`src/rtl/mult_cpa_pipe.sv`:
```
// mult_cpa_pipe: two-stage carry-propagate adder for the carry-save vectors of the 16x16 multiplier
module mult_cpa_pipe #(
    parameter int WIDTH = 32,
    parameter int SPLIT = 16
) (
    input  logic             clk,
    input  logic             rst_n,
    input  logic             in_valid,
    output logic             in_ready,
    input  logic [WIDTH-1:0] in_a,
    input  logic [WIDTH-1:0] in_b,
    output logic             out_valid,
    input  logic             out_ready,
    output logic [WIDTH-1:0] product,
    output logic             cout
);
    localparam int HI = WIDTH - SPLIT;
    logic             s1_valid, s1_c, s2_valid, s2_adv;
    logic [SPLIT-1:0] s1_lo;
    logic [HI-1:0]    s1_ahi, s1_bhi;
    logic [SPLIT:0]   sum_lo;
    logic [HI:0]      sum_hi;
    // handshake advance terms and the two slice adders
    always_comb begin
        s2_adv   = !s2_valid || out_ready;
        in_ready = !s1_valid || s2_adv;
        sum_lo   = {1'b0, in_a[SPLIT-1:0]} + {1'b0, in_b[SPLIT-1:0]};
        sum_hi   = {1'b0, s1_ahi} + {1'b0, s1_bhi} + {{HI{1'b0}}, s1_c};
    end
    // valid bits and the result registers; an idle input slot empties stage 1
    always_ff @(posedge clk or negedge rst_n) begin
        if (!rst_n) begin
            s1_valid <= 1'b0;
            s2_valid <= 1'b0;
            product  <= '0;
            cout     <= 1'b0;
        end else begin
            if (in_ready)
                s1_valid <= in_valid;
            if (s2_adv) begin
                s2_valid <= s1_valid;
                if (s1_valid)
                    {cout, product} <= {sum_hi, s1_lo};
            end
        end
    end
    // stage-1 data is qualified by s1_valid, so it needs no reset
    always_ff @(posedge clk) begin
        if (in_valid && in_ready) begin
            {s1_c, s1_lo} <= sum_lo;
            s1_ahi        <= in_a[WIDTH-1:SPLIT];
            s1_bhi        <= in_b[WIDTH-1:SPLIT];
        end
    end
    assign out_valid = s2_valid;
endmodule
```
`config.mk`:
```
export PLATFORM = sky130hd
export DESIGN_NAME = mult_cpa_pipe
export DESIGN_NICKNAME = d
export VERILOG_FILES = /design/src/rtl/mult_cpa_pipe.sv
export SDC_FILE = /design/constraint.sdc
export NUM_CORES = 1
export LEC_CHECK = 0
export CORE_UTILIZATION = 45
export DETAILED_ROUTE_END_ITERATION = 10
export GPL_TIMING_DRIVEN = 0
export PLACE_DENSITY = 0.86
export SLEW_MARGIN = 15
export SYNTH_ARGS = -nofsm -noshare
export SYNTH_HDL_FRONTEND = slang
export SYNTH_SLANG_ARGS = --single-unit
```
`constraint.sdc`:
```
create_clock -name clk -period 2.2 [get_ports clk]
set_input_delay 0.33 -clock clk [delete_from_list [all_inputs] [get_ports clk]]
set_output_delay 0.33 -clock clk [all_outputs]
set_load 0.005 [all_outputs]
```
==> summary.md <==
| Metric | Value |
|---|---|
| Antenna-violating nets left | `0` |
| Worst stage delay on the critical path | `0.43 ns` |
| Post-layout util | `0.657` |
| Vias in the first global route | `3,479` |
| Slowest library cell on the worst path | `fa_2` |
| Internal power | `0.00328 W` |
| Yosys cell types | `42` |
| Setup Viol. Count Final | `8` |
| Post-synth ARST share | `0.417` |
| Buffer levels on the longest clock path | `2` |
| Synth area leaders | `edfxtp_1, dfrtp_1, ha_1, nand2_1, xnor2_1` |
| Clock network fraction of design power | `0.274` |
| GP Congestion | `0.891` |
| 1st-iter DRT viols | `159` |
| Crit Path Max Fanout | `2` |
| First-pass GRT wire length | `15,500 um` |
| Core ar. | `8890 um2` |
| Leak | `2.39 nW` |
| P_sw | `0.00124 W` |
| WP data required | `2.42 ns` |
| Top_reg_cell synth | `edfxtp_1` |
| Via count | `3,337` |
| DRT Pass-1 Iters | `7` |
| Syn_nets | `476` |
| Crit Path Category | `flip-flop to flip-flop` |
| YS warnings | `0` |
| Worst path cell trace | `fa_2, fa_2, a21oi_4, o21ai_2, a22o_1, o31ai_2, xor2_1, o21ai_1` |
| Synth Area per Inst | `11.2 um2` |
| Port bufs | `102` |
| CTS buffer count | `9` |
| Most frequent cells in the layout | `clkdlybuf4s50_1, nand2_1, edfxtp_1` |
| Crit. End Element | `flip-flop` |
| Most common cell on crit path | `fa_2` |
| Final Hold Vio Count | `0` |
| Post-synth top area cell | `edfxtp_1` |
| DRC errors left | `0` |
| NumNets Final | `604` |
| Rows | `34` |
| CP arrival | `2.59 ns` |
| Worst-Margin Slew | `0.806 ns` |
| Max-slew violations | `0` |
| Crit share post-route | `1.08` |
| Clock Root Buffer | `clkbuf_8` |
| Synthesized area | `4200 um2` |
| Net Sw Frac | `0.275` |
| # diodes | `0` |
| Initial antenna violation count | `0` |
| Ports | `103` |
| Clock Latency Late Sink | `0.35 ns` |
| Die area | `9720 um2` |
| Worst setup margin | `-0.175 ns` |
| Die height | `98.6 um` |
| Maximum VDD drop | `0.000333 V` |
| Clk sink count | `84` |
| Pwr per Cell Area | `774 nW/um2` |
| HP Class | `input pin to flip-flop` |
| Post-synth EDFFs | `49` |
| Sequential share of power | `0.448` |
| DRT Wirelength | `9950 um` |
| Htree depth | `3` |
| Layout cells sized above 1 | `0.116` |
| GRT Overall Usage | `0.204` |
| Overflow after GRT | `0` |
| Area share of the largest cell type after synthesis | `0.351` |
| Skew final | `0.0148 ns` |
| Area Overhead vs Synth | `39.1%` |
| CTS tree | `done` |
| Die width | `98.6 um` |
| Vias per cell | `5.43` |
| Seq/Total Area, Yosys | `0.559` |
| Final min period | `2.38 ns` |
| RSZ-0062 raised after global routing | `true` |
| F_max | `421 MHz` |
| Crit path launch type | `flip-flop` |
| HPWL after detailed placement | `6930 um` |
| FF+latch count, synth | `84` |
| Worst-path clk slew | `0.09 ns` |
| Combinational power share | `0.278` |
| Slew HR | `0.463` |
| Routed len/inst | `16.2 um` |
| Most common cell after layout, fill and taps aside | `clkdlybuf4s50_1` |
| Max cap viols | `0` |
| Initial core utilization | `0.472` |
| Largest net degree at the start of global routing | `32` |
| Mapped Cells | `374` |
| Failing checks | `negative setup slack` |
| WHS | `0.421 ns` |
| Run status | `complete, but fails checks` |
-- cells in the mapped netlist, types with 4 or more instances --
master / instances
nand3_1: 5
nand2b_1: 4
nand2_1: 88
a21o_1: 5
o21ai_0: 22
a21oi_1: 20
o21bai_1: 9
o21a_1: 5
clkbuf_1: 6
nor2_1: 17
xnor2_1: 17
xor2_1: 7
dfrtp_1: 35
ha_1: 31
inv_1: 6
edfxtp_1: 49
-- final timing paths --
kind | startpoint | endpoint | slack [ns] | cells after the start
max | s1_c$_DFFE_PP_ | product[30]$_DFFE_PN0P_ | -0.18 | 8
max in group asynchronous | rst_n | product[10]$_DFFE_PN0P_ | 1.29 | 3
min | in_a[1] | s1_lo[1]$_DFFE_PP_ | 0.42 | 2
min in group asynchronous | rst_n | product[15]$_DFFE_PN0P_ | 0.46 | 2
max reg2reg | s1_c$_DFFE_PP_ | product[30]$_DFFE_PN0P_ | -0.18 | 8
min reg2reg | s1_lo[13]$_DFFE_PP_ | product[13]$_DFFE_PN0P_ | 0.44 | 2
-- power groups by stage --
stage               clock, W  combinational, W  sequential (W)
global route         0.00131           0.00137         0.00205
global placement           0           0.00109         0.00205
finish               0.00124           0.00126         0.00203
CTS                  0.00125           0.00120         0.00203
detailed placement         0           0.00114         0.00206
floorplan                  0          0.000549         0.00206
-- registers in the layout (all words and copies together) (netlist names) --
name	cells
product	32
s1_ahi	16
s1_bhi	16
s1_lo	16
cout	1
out_valid	1
s1_c	1
s1_valid	1
-- timing repair --
action,in CTS,in global routing
gates cloned,0,0
endpoints found under the hold margin,17,0
hold buffers,1,0
pin swaps,17,17
gates resized for setup,17,12
endpoints found under the setup margin,13,14
buffers inserted,9,3
-- routing by layer --
layer,global-route usage,vias up,part of all wire
met5,0,-,0
met4,0.107,0,0.026
met3,0.0638,25,0.071
met2,0.362,138,0.52
met1,0.217,1572,0.38
li1,-,1602,-
-- critical path: cells and delay by family, from the launching register on --
kind	cells	cell delay, ns
xor+xnor	1	0.19
compound gates	5	0.80
flops	1	0.41
fa+ha+maj	2	0.82
-- area by class of cell --
type	instances	area, um2
well taps	108	135
plain buffers	7	26.3
repair buffers	117	1180
clock buffers	11	141
fillers	630	3050
multi-input cells	277	1900
flip-flops and latches	84	2350
clock inverters	5	85.1
inverters	6	22.5
-- stage by stage --
step	total power [W]	cell area [um2]	setup TNS, ns	std cells	worst slack (ns)
floorplan	0.00260	4210	0	374	0.0324
global placement	0.00315	5370	-43.43	584	-0.800
detailed placement	0.00320	5420	-5.59	586	-0.638
CTS	0.00448	5780	-0.851	612	-0.225
global route	0.00473	5840	-1.49	615	-0.270
finish	0.00452	5840	-0.781	615	-0.175
-- cells by family (layout without fill, tap and decap cells) --
logic type      after synthesis  count (layout)  synth area share
fa+ha+maj                    34              34             0.107
compound gates               90              90             0.141
flops                        84              84             0.559
xor+xnor                     24              24            0.0501
simple gates                129             129             0.131
buf+inv                      13             146            0.0116
(Power assumes the default switching activity.)
